File: config.mk
export PLATFORM = sky130hd
export DESIGN_NAME = pc_gen
export DESIGN_NICKNAME = d
export VERILOG_FILES = /design/src/rtl/pc_gen_pkg.sv /design/src/rtl/pc_next_sel.sv /design/src/rtl/pc_gen.sv
export SDC_FILE = /design/constraint.sdc
export NUM_CORES = 1
export LEC_CHECK = 0
export ABC_AREA = 1
export CAP_MARGIN = 20
export CORE_MARGIN = 2
export CORE_UTILIZATION = 46
export CTS_BUF_LIST = sky130_fd_sc_hd__clkbuf_8
export CTS_CLUSTER_DIAMETER = 40
export CTS_CLUSTER_SIZE = 30
export DETAILED_ROUTE_END_ITERATION = 6
export PLACE_DENSITY = 0.87
export RECOVER_POWER = 25
export SLEW_MARGIN = 15
export SYNTH_ARGS = -nofsm -noshare
export SYNTH_HDL_FRONTEND = slang
export SYNTH_SLANG_ARGS = --single-unit
File: constraint.sdc
create_clock -name clk -period 5 [get_ports clk]
set_clock_uncertainty 0.2 [all_clocks]
set_input_delay 1.25 -clock clk [delete_from_list [all_inputs] [get_ports clk]]
set_output_delay 1.25 -clock clk [all_outputs]
set_load 0.05 [all_outputs]
File: src/rtl/pc_gen_pkg.sv
// Shared definitions for the fetch program-counter generator.
// Holds the FSM state encodings, the redirect-source enum and the
// target alignment mask used by pc_next_sel and pc_gen.
package pc_gen_pkg;

  // FSM state encodings
  localparam logic [1:0] ST_RESET = 2'd0;
  localparam logic [1:0] ST_RUN   = 2'd1;
  localparam logic [1:0] ST_HALT  = 2'd2;

  // Which source won the redirect arbitration this cycle
  typedef enum logic [1:0] {
    SRC_NONE = 2'd0,
    SRC_TRAP = 2'd1,
    SRC_MRET = 2'd2,
    SRC_BR   = 2'd3
  } redir_src_e;

  // Low PC bits that are always cleared on a target load
  localparam logic [1:0] ALIGN_MASK = 2'b11;

  function automatic logic is_misaligned(input logic [1:0] lsb);
    return |(lsb & ALIGN_MASK);
  endfunction

endpackage

File: src/rtl/pc_next_sel.sv
// Purpose : combinational next-PC selection for pc_gen; fixed-priority
//           redirect arbitration (trap > mret > branch), halt request and
//           sequential advance. Latency: 0 (pure combinational).
// Ports   : i_state/i_pc current FSM state and PC; i_stall/i_fetch_ready
//           hold conditions; redirect requests and targets; o_next_pc,
//           o_src (winning redirect source), o_halt_go (enter HALT).
// Config  : PC_ALIGN_CHECK_EN adds o_misalign / o_misalign_addr.
module pc_next_sel
  import pc_gen_pkg::*;
#(
  parameter int XLEN        = 32,
  parameter int INSTR_BYTES = 4
) (
  input  logic [1:0]      i_state,
  input  logic [XLEN-1:0] i_pc,
  input  logic            i_stall,
  input  logic            i_fetch_ready,
  input  logic            i_br_redirect,
  input  logic [XLEN-1:0] i_br_target,
  input  logic            i_trap_req,
  input  logic [XLEN-1:0] i_trap_vector,
  input  logic            i_mret_req,
  input  logic [XLEN-1:0] i_mepc,
  input  logic            i_halt_req,
  output logic [XLEN-1:0] o_next_pc,
  output redir_src_e      o_src,
  output logic            o_halt_go
`ifdef PC_ALIGN_CHECK_EN
  ,
  output logic            o_misalign,
  output logic [XLEN-1:0] o_misalign_addr
`endif
);

  localparam logic [XLEN-1:0] W_MASK = {{(XLEN-2){1'b1}}, ~ALIGN_MASK};

  redir_src_e      w_src;
  logic [XLEN-1:0] w_raw;

  // In HALT only a trap can redirect; RESET never redirects.
  always_comb begin
    w_src = SRC_NONE;
    if (i_state == ST_RUN) begin
      if (i_trap_req)         w_src = SRC_TRAP;
      else if (i_mret_req)    w_src = SRC_MRET;
      else if (i_br_redirect) w_src = SRC_BR;
    end else if (i_state == ST_HALT) begin
      if (i_trap_req)         w_src = SRC_TRAP;
    end
  end

  always_comb begin
    case (w_src)
      SRC_TRAP: w_raw = i_trap_vector;
      SRC_MRET: w_raw = i_mepc;
      SRC_BR:   w_raw = i_br_target;
      default:  w_raw = '0;
    endcase
  end

  always_comb begin
    o_next_pc = i_pc;
    o_halt_go = 1'b0;
`ifdef PC_ALIGN_CHECK_EN
    o_misalign      = 1'b0;
    o_misalign_addr = w_raw;
`endif
    if (w_src != SRC_NONE) begin
`ifdef PC_ALIGN_CHECK_EN
      // A misaligned branch/mret target is diverted to the trap handler.
      if ((w_src != SRC_TRAP) && is_misaligned(w_raw[1:0])) begin
        o_misalign = 1'b1;
        o_next_pc  = i_trap_vector & W_MASK;
      end else begin
        o_next_pc  = w_raw & W_MASK;
      end
`else
      o_next_pc = w_raw & W_MASK;
`endif
    end else if (i_state == ST_RUN) begin
      if (i_halt_req) begin
        o_halt_go = 1'b1;
      end else if (!i_stall && i_fetch_ready) begin
        // Natural modulo-2^XLEN wrap, no overflow flag.
        o_next_pc = i_pc + XLEN'(INSTR_BYTES);
      end
    end
  end

  assign o_src = w_src;

endmodule

File: src/rtl/pc_gen.sv
// Purpose : fetch PC generator; FSM (RESET/RUN/HALT), PC register and
//           registered redirect flush. Updates appear one cycle after the
//           deciding edge; no input-to-output combinational path.
// Ports   : clk, rst (sync, active-low); stall/fetch_ready hold the PC
//           (valid stays high, address stable); br/trap/mret redirects;
//           halt_req/wake; pc_out, pc_valid, redirect_flush, halted.
// Config  : PC_ALIGN_CHECK_EN adds misalign_exc / misalign_addr.
module pc_gen
  import pc_gen_pkg::*;
#(
  parameter int              XLEN         = 32,
  parameter logic [XLEN-1:0] RESET_VECTOR = '0,
  parameter int              INSTR_BYTES  = 4
) (
  input  logic            clk,
  input  logic            rst,
  input  logic            stall,
  input  logic            fetch_ready,
  input  logic            br_redirect,
  input  logic [XLEN-1:0] br_target,
  input  logic            trap_req,
  input  logic [XLEN-1:0] trap_vector,
  input  logic            mret_req,
  input  logic [XLEN-1:0] mepc,
  input  logic            halt_req,
  input  logic            wake,
  output logic [XLEN-1:0] pc_out,
  output logic            pc_valid,
  output logic            redirect_flush,
  output logic            halted
`ifdef PC_ALIGN_CHECK_EN
  ,
  output logic            misalign_exc,
  output logic [XLEN-1:0] misalign_addr
`endif
);

  logic [1:0]      r_state;
  logic [1:0]      w_state_nxt;
  logic [XLEN-1:0] r_pc;
  logic [XLEN-1:0] w_next_pc;
  logic            r_flush;
  logic            w_taken;
  logic            w_halt_go;
  redir_src_e      w_src;
`ifdef PC_ALIGN_CHECK_EN
  logic            r_misalign_exc;
  logic [XLEN-1:0] r_misalign_addr;
  logic            w_misalign;
  logic [XLEN-1:0] w_misalign_addr;
`endif

  pc_next_sel #(
    .XLEN        (XLEN),
    .INSTR_BYTES (INSTR_BYTES)
  ) u_sel (
    .i_state       (r_state),
    .i_pc          (r_pc),
    .i_stall       (stall),
    .i_fetch_ready (fetch_ready),
    .i_br_redirect (br_redirect),
    .i_br_target   (br_target),
    .i_trap_req    (trap_req),
    .i_trap_vector (trap_vector),
    .i_mret_req    (mret_req),
    .i_mepc        (mepc),
    .i_halt_req    (halt_req),
    .o_next_pc     (w_next_pc),
    .o_src         (w_src),
    .o_halt_go     (w_halt_go)
`ifdef PC_ALIGN_CHECK_EN
    ,
    .o_misalign      (w_misalign),
    .o_misalign_addr (w_misalign_addr)
`endif
  );

  assign w_taken = (w_src != SRC_NONE);

  always_comb begin
    w_state_nxt = r_state;
    case (r_state)
      ST_RESET: w_state_nxt = ST_RUN;
      ST_RUN:   if (w_halt_go) w_state_nxt = ST_HALT;
      ST_HALT:  if (w_taken || wake) w_state_nxt = ST_RUN;
      default:  w_state_nxt = ST_RESET;
    endcase
  end

  always_ff @(posedge clk) begin
    if (!rst) begin
      r_state <= ST_RESET;
      r_pc    <= RESET_VECTOR;
      r_flush <= 1'b0;
`ifdef PC_ALIGN_CHECK_EN
      r_misalign_exc  <= 1'b0;
      r_misalign_addr <= '0;
`endif
    end else begin
      r_state <= w_state_nxt;
      r_pc    <= w_next_pc;
      r_flush <= w_taken;
`ifdef PC_ALIGN_CHECK_EN
      r_misalign_exc <= w_misalign;
      // Offending address is sticky until the next misaligned target.
      if (w_misalign) r_misalign_addr <= w_misalign_addr;
`endif
    end
  end

  assign pc_out         = r_pc;
  assign pc_valid       = (r_state == ST_RUN);
  assign halted         = (r_state == ST_HALT);
  assign redirect_flush = r_flush;
`ifdef PC_ALIGN_CHECK_EN
  assign misalign_exc   = r_misalign_exc;
  assign misalign_addr  = r_misalign_addr;
`endif

endmodule

# Word level (Yosys, flattened, before mapping)
# Index checks and enable logic that the tools add are counted.
# word_totals
register_bits,35
wordCells,43
# op_classes
addsub,1
eq_ne,8
n_mux,17
bitwise_logic,2
reduce_logical,11
# op_table
operator,n
$mux W32,4
$pmux W32 S3,1
$add A32 B3 Y32 const B,1
$mux W2,7
$eq A2 B2 Y1 const B,3
$ne A2 B1 Y1 const B,3
$pmux W2 S3,1
$reduce_and A3 Y1,2
$reduce_bool A2 Y1,3
$eq A2 B1 Y1 const B,2
$mux W1,4
$logic_not A2 Y1,1
$not A1 Y1,2
$reduce_and A2 Y1,1
$reduce_or A2 Y1,1
$logic_and A1 B1 Y1,1
$logic_not A1 Y1,1
$logic_or A1 B1 Y1,1

# Logic depth before layout (Yosys ltp)
# Gate-level depths: netlist (run 1).
# logic_depth
ltp_word,8
mapped_depth,12
mapped_depth_nobuf,11

# By module
# From an unflattened synthesis (run 1), not the netlist that was laid out.
# hier_totals
hier_cells,550
area_unflattened_um2,3024.2
# by_module_without_submodules
module,n_inst,cells_each,area_each_um2,seq_area_each_um2
pc_next_sel,1,432,1978.1,0.0
pc_gen,1,118,1046.0,700.7

# Least setup slack after synthesis (run 1)
# Ideal clock, no wire load.
# synth_timing
kind,input to register
from,in trap_req
to,reg r_pc[7] (netlist: pc_out[7])
t_arrival_ns,2.202
required_time_ns,4.691
slack_ns,2.489
stages,11
n_path_buf,1
path_cell_list,inv_1 -> nand2_1 -> nand2_4 -> nand2_8 -> inv_6 -> nand2_4 -> buf_6 -> o21ai_1 -> inv_1 -> nand2_1 -> inv_1
# synth_via
elab_chain_len,6
word_cells_on_any_way,14
classes_between,eq/ne: 4; mux: 6; reduce/logical: 4
# synth_lines
element,line,rtl
start: declaration,pc_gen.sv:21,"input logic trap_req,"
$mux W1,pc_next_sel.sv:48,if (i_trap_req) w_src = SRC_TRAP;
$mux W2,pc_next_sel.sv:47,end else if (i_state == ST_HALT) begin
$mux W2 (*),pc_next_sel.sv:43,if (i_state == ST_RUN) begin
"$eq A2 B2 Y1, or another cell as far along",pc_next_sel.sv:53,case (w_src)
"$pmux W32 S3, or another cell as far along",pc_next_sel.sv:53,
$mux W32 or $reduce_and A3 Y1 (tied branches),-,
end signal: assignment,pc_gen.sv:101,r_pc <= w_next_pc;
end: declaration,pc_gen.sv:40,logic [XLEN-1:0] r_pc;
# Mark *: on every way between the ends. The rest lies on a longest branch, timed or not.
# A chain may end at the register's enable or synchronous reset.

# Worst setup path after layout (run 1)
# layout_timing
from,in br_redirect
to,reg r_pc[29] (netlist: pc_out[29])
# layout_via
elab_chain_len,7
word_cells_on_any_way,14
classes_between,eq/ne: 4; mux: 6; reduce/logical: 4
# layout_lines
element,line,rtl
start: declaration,pc_gen.sv:19,"input logic br_redirect,"
$mux W2 (*),pc_next_sel.sv:46,else if (i_br_redirect) w_src = SRC_BR;
$mux W2 (*),pc_next_sel.sv:45,else if (i_mret_req) w_src = SRC_MRET;
$mux W2 (*),pc_next_sel.sv:44,if (i_trap_req) w_src = SRC_TRAP;
$mux W2 (*),pc_next_sel.sv:43,
"$eq A2 B2 Y1, or another cell as far along",pc_next_sel.sv:53,
"$pmux W32 S3, or another cell as far along",pc_next_sel.sv:53,
$mux W32 or $reduce_and A3 Y1 (tied branches),-,
# Marked as above.

==> metrics.md, run 1 <==
| Metric | Value |
|---|---|
| Synth area leaders | `nand2_1 (24%), dfxtp_1 (22%), nor2_1 (9.4%), inv_1 (6.6%), nand3_1 (6.5%)` |
| CTS Hold Bufs | `0` |
| Most frequent cell after synthesis | `nand2_1` |
| First-pass GRT wire length | `15.8 mm` |
| Critical Path Stages | `10` |
| Hold Crit Class | `register to register` |
| Detailed Route WL | `9.84 mm` |
| Ports | `140` |
| Drc violations | `0` |
| Crit path time final | `~3900 ps` |
| Slew HR | `between 40% and 50%` |
| Number of non-filler instances in the completed layout | `approximately 740` |
| Worst-Margin Slew | `809 ps` |
| Ratio of cells with drive above 1 in the final layout | `5.45%` |
| Tot Pwr | `1.02 mW` |
| TritonCTS Sinks | `33` |
| Clock Path Buffers | `2` |
| Clock network power share | `between 10% and 20%` |
| Die width | `~85 um` |
| Outcome | `finished clean` |
| R2R cell count | `9` |
| WHS Path Cells | `2` |
| P&R area growth vs syn | `44.4%` |
| Final setup violation count | `0` |
| Vias per cell | `approximately 5.2` |
| GPL Wtd Cong | `roughly 0.94` |
| Starting Density | `around 48%` |
| Syn avg cell area | `between 5 and 6 sq um` |
| Core Footprint | `6350 sq um` |
| Worst EP arrival | `3930 ps` |
| Die H | `roughly 85 um` |
| Worst path bufs/invs | `4` |
| Seq pwr share | `between 30% and 40%` |
| Count of flip-flops with a built-in enable after synthesis | `0` |
| Critical path class | `input port to register` |
| Ys flop type | `dfxtp_1` |
| Setup bufs post-CTS | `0` |
| FF+latch area | `between 600 and 700 sq um` |
| Site row count | `29` |
| Final net count | `roughly 770` |
| Largest delay share family, worst path | `simple AND/OR/NAND/NOR gates` |
| Critical Path Slowest Stage Cell | `nand2_1` |
| Largest net degree at the start of global routing | `34` |
| Yosys cell types | `34` |
| Leak pwr | `between 1.5 and 2 nW` |
| CTS tree | `yes` |
| Ys async rst share | `0%` |
| Internal power | `0.579 mW` |
| Register area share after synthesis | `21.9%` |
| Comb pwr share | `between 40% and 50%` |
| Clock transition at path regs | `~70 ps` |
| Max cap viols | `0` |
| CP max FO | `33` |
| 1st-pass router iterations | `7` |
| Synth Warn # | `0` |
| Mapped Cells | `538` |
| GR Util All Layers | `a little over a quarter` |
| Antenna violations before repair | `0` |
| Footprint of the multi-input gates | `just under 2000 sq um` |
| Hold Worst Slack | `~380 ps` |
| Fmax | `253 MHz` |
| N_diodes | `0` |
| Hold Vio Cnt, Final | `0` |
| FILL cells | `576` |
| RSZ-0062 raised after global routing | `false` |
| Max incr delay on CP | `around 630 ps` |
| Placed cells | `roughly 730` |
| Worst EP required | `between 4000 and 5000 ps` |
| Die area | `~7200 sq um` |
| Skew-Pair Late Insertion Delay | `about 290 ps` |
| Root Driver | `clkbuf_8` |
| Setup TNS | `0 ps` |
| Cell area after synthesis | `about 3000 sq um` |
| Vias in the first global route | `between 3000 and 4000` |
| DPL Wire Length | `7.61 mm` |
| Flops & latches, synth | `33` |
| CP startpoint kind | `input port` |
| Final Cycle Share | `between 70% and 80%` |
| Port Buffer Count | `131` |
| H-tree levels | `2` |
| Yosys top cell by area | `nand2_1` |
| Power Density | `234 nW/um^2` |
| Routed Antenna Nets | `0` |
| Slew Limit Fails | `0` |
| Drt initial violations | `231` |
| CP Capture Type | `register` |
| DR vias | `about 3900` |
| Cell Chain, Critical Path | `clkdlybuf4s50_1, inv_1, nand2_1, nand3_1, nand2_1, inv_6, nand2_4, inv_1, nor2_1, a21oi_1` |
| WL/cell | `13.4 um` |
| Total grt overflow | `0` |
| Num CTS Buffers | `5` |
| Share of the synthesized area in the top cell type | `between 20% and 30%` |
| Switching part of the total power | `a little over two fifths` |
| Net Sw Power | `between 0.4 and 0.5 mW` |
| Peak VDD IR | `roughly 180 uV` |
| PostCTS Resize Cnt | `0` |
| Synth cell count leaders | `nand2_1 (190), nor2_1 (76), inv_1 (53), nand3_1 (39)` |
[cell type report]
cell class,count,area share (%)
Clock buffer,5,1.58
Timing Repair Buffer,132,30.3
Multi-Input combinational cell,429,45.4
Tap cell,77,2.21
Inverter,60,5.28
Sequential cell,33,15.2
Clock inverter,1,0.115
[logic make-up after synthesis]
kind of cell / Yosys count / synth area share (%)
AND/OR/NAND/NOR: 348 / 51.6
buffers and inverters: 77 / 11.7
AO/OA/AOI/OAI: 70 / 12.0
flip-flops: 33 / 21.9
XOR/XNOR: 8 / 2.32
adder cells (fa/ha/maj): 1 / 0.414
other: 1 / 0.124
[layer usage]
layer  track usage [%]  vias up  share of wire [%]
li1                  -     1940                  -
met1              33.3     1730                 43
met2              47.2      175                 48
met5                 0        -                  0
met4              7.50        0                2.2
met3              5.54       23                7.5
[worst reg2reg max path: cells and delay by family, from the launching register on]
kind / cells / cell delay [ps]
simple gates: 5 / 1730
buf+inv: 3 / 470
flops: 1 / 330
compound gates: 1 / 80
[stage by stage]
step | instance area [sq um] | worst slack [ps] | utilization (%)
finish | 4360 | 1050 | 68.7
floorplan | 3020 | 2490 | -
global route | 4360 | 855 | 68.7
global placement | 4310 | 1410 | 67.9
CTS | 4390 | 1620 | 69.1
detailed placement | 4310 | 1320 | 67.9
[registers in the layout (all words and copies together), names as in the netlist]
register / count
r_state: 2
pc_out: 30
redirect_flush: 1
[path summary, 6_finish.rpt]
path | from | to | slack (ps)
worst min-delay path | pc_out[31] | pc_out[31] | 380
worst max-delay path | br_redirect | pc_out[29] | 1050
worst max register to register | r_state[0] | pc_out[29] | 2080
worst min register to register | pc_out[31] | pc_out[31] | 380
[cells in the final DEF (no fill, tap or decap), types with 6 or more instances in the layout]
master	n
nand2_1	191
clkdlybuf4s50_1	118
nor2_1	76
inv_1	53
nand3_1	40
o21ai_0	33
dfxtp_1	33
a21oi_1	27
dlygate4sd3_1	13
nand4_1	8
nand3b_1	7
nor2_4	6
nor2_2	6
o21ai_1	6
[power by group through the flow]
stage | Sequential, mW | Clock [mW] | Combinational (mW)
finish | 0.351 | 0.194 | 0.477
global route | 0.356 | 0.202 | 0.513
CTS | 0.350 | 0.193 | 0.486
detailed placement | 0.355 | 0 | 0.484
global placement | 0.354 | 0 | 0.474
floorplan | 0.459 | 0 | 0.197
Power figures use the tool's default switching activity.
==> run 2, diff against run 1 <==
Settings changed: CORE_UTILIZATION 46 to 39, PLACE_DENSITY 0.87 to 0.78.
Clock period 5 ns to 3.6 ns, I/O delays scaled along.
==> metrics.md, run 2 (same netlist as run 1, synthesis figures left out) <==
| Metric | Value |
|---|---|
| Clock network power share | `between 20% and 30%` |
| Internal power | `~0.85 mW` |
| Final setup violation count | `0` |
| Net Sw Power | `0.612 mW` |
| First-pass GRT wire length | `between 15 and 20 mm` |
| Seq pwr share | `between 30% and 40%` |
| DPL Wire Length | `~8 mm` |
| Die H | `a little over 90 um` |
| Switching part of the total power | `41.8%` |
| CP max FO | `15` |
| GPL Wtd Cong | `around 0.93` |
| CP Capture Type | `register` |
| Ports | `140` |
| Worst path bufs/invs | `4` |
| Most frequent cells in the layout | `nand2_1 (190), clkdlybuf4s50_1 (118), nor2_1 (76)` |
| Core Footprint | `approximately 7600 sq um` |
| Clock Path Buffers | `2` |
| Site row count | `32` |
| Setup bufs post-CTS | `0` |
| Antenna violations before repair | `0` |
| PostCTS Resize Cnt | `0` |
| Placed instance area | `between 4000 and 5000 sq um` |
| DR vias | `approximately 3800` |
| CP startpoint kind | `input port` |
| Vias per cell | `5.00` |
| Leak pwr | `1.91 nW` |
| Starting Density | `about two fifths` |
| Ratio of cells with drive above 1 in the final layout | `under 10%` |
| Most frequent CP cell | `nand2_1` |
| Final net count | `a little under 800` |
| FF+latch area | `approximately 660 sq um` |
| Outcome | `finished clean` |
| Max FFs per register | `30` |
| N_diodes | `0` |
| P&R area growth vs syn | `48.0%` |
| Max incr delay on CP | `500 ps` |
| Hold Worst Slack | `around 370 ps` |
| Skew-Pair Late Insertion Delay | `280 ps` |
| GR Util All Layers | `23.3%` |
| Util after Layout | `around three fifths` |
| Clock transition at path regs | `~80 ps` |
| Vias in the first global route | `roughly 3600` |
| CTS tree | `yes` |
| Die area | `8460 sq um` |
| Largest delay share family, worst path | `buffers and inverters` |
| Port Buffer Count | `about 130` |
| Power Density | `around 330 nW/um^2` |
| Crit path time final | `about 2900 ps` |
| CTS Hold Bufs | `0` |
| Critical Path Slowest Stage Cell | `clkinv_1` |
| FILL cells | `roughly 750` |
| Max cap viols | `0` |
| Cell Chain, Critical Path | `clkdlybuf4s50_1, inv_1, nand4_2, clkinv_1, buf_4, nand2_1, nand3_1, nand2_1, a21oi_1` |
| Post-route cell area | `4470 sq um` |
| Detailed Route WL | `~9.9 mm` |
| Largest net degree at the start of global routing | `34` |
| Num CTS Buffers | `5` |
| Final Cycle Share | `80.0%` |
| H-tree levels | `2` |
| Root Driver | `clkbuf_8` |
| Hold Crit Class | `register to register` |
| WL/cell | `12.9 um` |
| Total grt overflow | `0` |
| Peak VDD IR | `roughly 170 uV` |
| Dpl ws | `402 ps` |
| Slew HR | `between 60% and 70%` |
| Die width | `92.0 um` |
| Critical path class | `input port to register` |
| Worst EP required | `around 3600 ps` |
| Post-route worst setup slack | `approximately 720 ps` |
| Footprint of the multi-input gates | `about 2000 sq um` |
| Drc violations | `0` |
| TritonCTS Sinks | `33` |
| Comb pwr share | `roughly 45%` |
| Most common cell after layout, fill and taps aside | `nand2_1` |
| 1st-pass router iterations | `6` |
| Drt initial violations | `around 250` |
| Routed Antenna Nets | `0` |
| Setup TNS | `0 ps` |
| Slew Limit Fails | `0` |
| Worst EP arrival | `around 2800 ps` |
| Worst-Margin Slew | `between 500 and 600 ps` |
| RSZ-0062 raised after global routing | `false` |
| Hold Vio Cnt, Final | `0` |
| Fmax | `347 MHz` |
run 2: routing by layer:
metal | routed length, um | GRT usage, % | part of all wire, %
met1 | 4360 | 29.4 | 44
met2 | 4690 | 41.4 | 47
met3 | 698 | 4.35 | 7.0
met4 | 159 | 4.85 | 1.6
met5 | 0 | 0 | 0
run 2: through the flow:
stage,std cells,total power [mW]
finish,767,1.46
global route,767,1.55
CTS,767,1.48
floorplan,539,0.911
detailed placement,759,1.17
global placement,759,1.16
run 2: worst min-delay path, delay by kind of cell (launching register included):
| kind | cells | cell delay (ps) |
|---|---|---|
| AOI/OAI and AO/OA | 2 | 200 |
| DFF | 1 | 330 |
run 2: final cells by class:
type	count	area share, %
timing repair buffer	135	30.0
clock buffer	7	2.16
tap	102	2.86
multi-input combinational	429	44.9
inverter	60	5.15
sequential	33	14.8
clock inverter	1	0.112
run 2: power by group through the flow:
stage          combinational [mW]  sequential (mW)  clock (mW)
2_1_floorplan               0.274            0.637           0
3_3_place_gp                0.664            0.495           0
3_5_place_dp                0.674            0.496           0
4_1_cts                     0.676            0.488       0.314
5_1_grt                     0.722            0.499       0.330
6_report                    0.665            0.489       0.311
run 2: final timing paths:
path / depth (start not counted) / end / start / slack (ps)
worst max-delay path: 9 / pc_out[18] / trap_req / 720
worst min-delay path: 2 / pc_out[31] / pc_out[31] / 370
worst max register to register: 9 / pc_out[18] / r_state[0] / 1390
worst min register to register: 2 / pc_out[31] / pc_out[31] / 370
==> run 3, diff against run 2 <==
Settings changed: CORE_UTILIZATION 39 to 43, PLACE_DENSITY 0.78 to 0.82.
Clock period 3.6 ns to 2.9 ns, I/O delays scaled along.
==> metrics.md, run 3 (same netlist as run 1, synthesis figures left out) <==
| Metric | Value |
|---|---|
| Die area | `7710 sq um` |
| Most common cell after layout, fill and taps aside | `nand2_1` |
| Clock network power share | `a little under a fifth` |
| DR vias | `around 3800` |
| Outcome | `finished clean` |
| H-tree levels | `2` |
| FILL cells | `between 600 and 700` |
| Worst EP required | `between 1500 and 2000 ps` |
| Worst EP arrival | `about 1700 ps` |
| Worst Hold Launch | `pc_out[31]` |
| Worst-Margin Slew | `approximately 550 ps` |
| Final setup violation count | `0` |
| Endpoint, Worst Hold | `pc_out[31]` |
| Switching part of the total power | `42.8%` |
| Final Cycle Share | `between 90 and 100%` |
| Largest net degree at the start of global routing | `30` |
| Clock Path Buffers | `2` |
| Fmax | `roughly 380 MHz` |
| R2R cell count | `10` |
| WHS Path Cells | `2` |
| Clock transition at path regs | `70 ps` |
| CP max FO | `6` |
| P&R area growth vs syn | `48.9%` |
| 1st-pass router iterations | `4` |
| TritonCTS Sinks | `33` |
| Max FFs per register | `30` |
| Tot Pwr | `1.79 mW` |
| Vias in the first global route | `approximately 3600` |
| Leak pwr | `~1.9 nW` |
| Final net count | `approximately 780` |
| Comb pwr share | `a little under half` |
| First-pass GRT wire length | `~16 mm` |
| Core Footprint | `between 6000 and 7000 sq um` |
| Slew Limit Fails | `0` |
| CTS Hold Bufs | `0` |
| Drc violations | `0` |
| N_diodes | `0` |
| Slew HR | `between 60% and 70%` |
| Antenna violations before repair | `0` |
| Peak VDD IR | `around 240 uV` |
| Net Sw Power | `0.768 mW` |
| Dpl ws | `between 150 and 200 ps` |
| Root Driver | `clkbuf_8` |
| Critical path class | `register to output port` |
| Detailed Route WL | `just under 10 mm` |
| Most frequent cells in the layout | `nand2_1 (191), clkdlybuf4s50_1 (130), nor2_1 (76)` |
| Number of non-filler instances in the completed layout | `770` |
| Hold Crit Class | `register to register` |
| Port Buffer Count | `between 100 and 150` |
| Die width | `87.8 um` |
| CP Capture Type | `output port` |
| Drt initial violations | `267` |
| CP startpoint kind | `register` |
| FF-to-FF Start | `r_state[1]` |
| Setup bufs post-CTS | `0` |
| Internal power | `1.03 mW` |
| WL/cell | `~13 um` |
| Setup TNS | `0 ps` |
| Ports | `140` |
| Total grt overflow | `0` |
| Post-route cell area | `approximately 4500 sq um` |
| Hold Vio Cnt, Final | `0` |
| Skew-Pair Late Insertion Delay | `roughly 290 ps` |
| RSZ-0062 raised after global routing | `false` |
| Die H | `a little under 90 um` |
| Power Density | `399 nW/um^2` |
| CTS tree | `yes` |
| Ratio of cells with drive above 1 in the final layout | `7.27%` |
| Starting Density | `44.4%` |
| PostCTS Resize Cnt | `0` |
| GPL Wtd Cong | `0.907` |
| GR Util All Layers | `a little over a quarter` |
| Max cap viols | `0` |
| Vias per cell | `4.92` |
| Routed Antenna Nets | `0` |
| R2R setup slack | `about 800 ps` |
| Seq pwr share | `33.7%` |
| Site row count | `30` |
| Placed instance area | `about 4400 sq um` |
| Post-route worst setup slack | `242 ps` |
| Worst r2r dst | `pc_out[9]` |
| Num CTS Buffers | `5` |
| DPL Wire Length | `roughly 7.9 mm` |
| Crit path time final | `about 2700 ps` |
| Placed cells | `about 760` |
[run 3: changes by cell type in the layout (fill, tap and decap cells not counted)]
cell,previous run,this run
clkbuf_8,7,5
dlygate4sd3_1,13,1
clkbuf_2,0,1
clkbuf_1,0,1
clkinv_2,1,2
inv_1,53,54
nand2_1,190,191
nand2_4,4,3
buf_4,4,11
clkdlybuf4s50_1,118,130
[run 3: per-stage QoR]
step | utilization (%) | hold slack, ps
floorplan | - | 345
global placement | 65.2 | 355
detailed placement | 65.2 | 365
CTS | 66.4 | 377
global route | 66.2 | 421
finish | 66.2 | 374
[run 3: worst max path at each step]
| stage | start | cells past startpoint | slack [ps] | endpoint |
|---|---|---|---|---|
| 2_1_floorplan | pc_out[3] | 10 | 760 | pc_out[20] |
| 3_3_place_gp | br_redirect | 10 | 250 | pc_out[29] |
| 3_5_place_dp | br_redirect | 12 | 170 | pc_out[11] |
| 4_1_cts | r_state[0] | 3 | 240 | pc_valid |
| 5_1_grt | mret_req | 11 | 90 | pc_out[9] |
| 6_report | r_state[0] | 3 | 240 | pc_valid |
[run 3: critical path, cell delays in order, from the launching register on]
cell             delay, ps
dfxtp_1                330
inv_1                   80
nor2_4                 190
clkdlybuf4s50_1        840
[run 3: layout make-up]
| class | instances | area [sq um] | area share (%) |
|---|---|---|---|
| tap | 96 | 120 | 2.67 |
| multi-input combinational | 429 | 2000 | 44.5 |
| clock inverter | 3 | 13.8 | 0.306 |
| clock buffer | 5 | 68.8 | 1.53 |
| sequential | 33 | 661 | 14.7 |
| timing repair buffer | 144 | 1400 | 31.2 |
| inverter | 60 | 230 | 5.12 |
[run 3: metal layers]
| layer | global-route usage (%) | share of wire [%] | up-vias |
|---|---|---|---|
| li1 | - | - | 1971 |
| met1 | 33.9 | 45 | 1679 |
| met2 | 45.4 | 48 | 121 |
| met3 | 5.00 | 5.6 | 17 |
| met4 | 7.13 | 2.2 | 0 |
| met5 | 0 | 0 | - |
[run 3: power groups by stage]
stage | clock [mW] | sequential, mW | combinational (mW)
floorplan | 0 | 0.791 | 0.340
global placement | 0 | 0.613 | 0.837
detailed placement | 0 | 0.613 | 0.850
CTS | 0.346 | 0.604 | 0.853
global route | 0.367 | 0.615 | 0.924
finish | 0.342 | 0.605 | 0.847
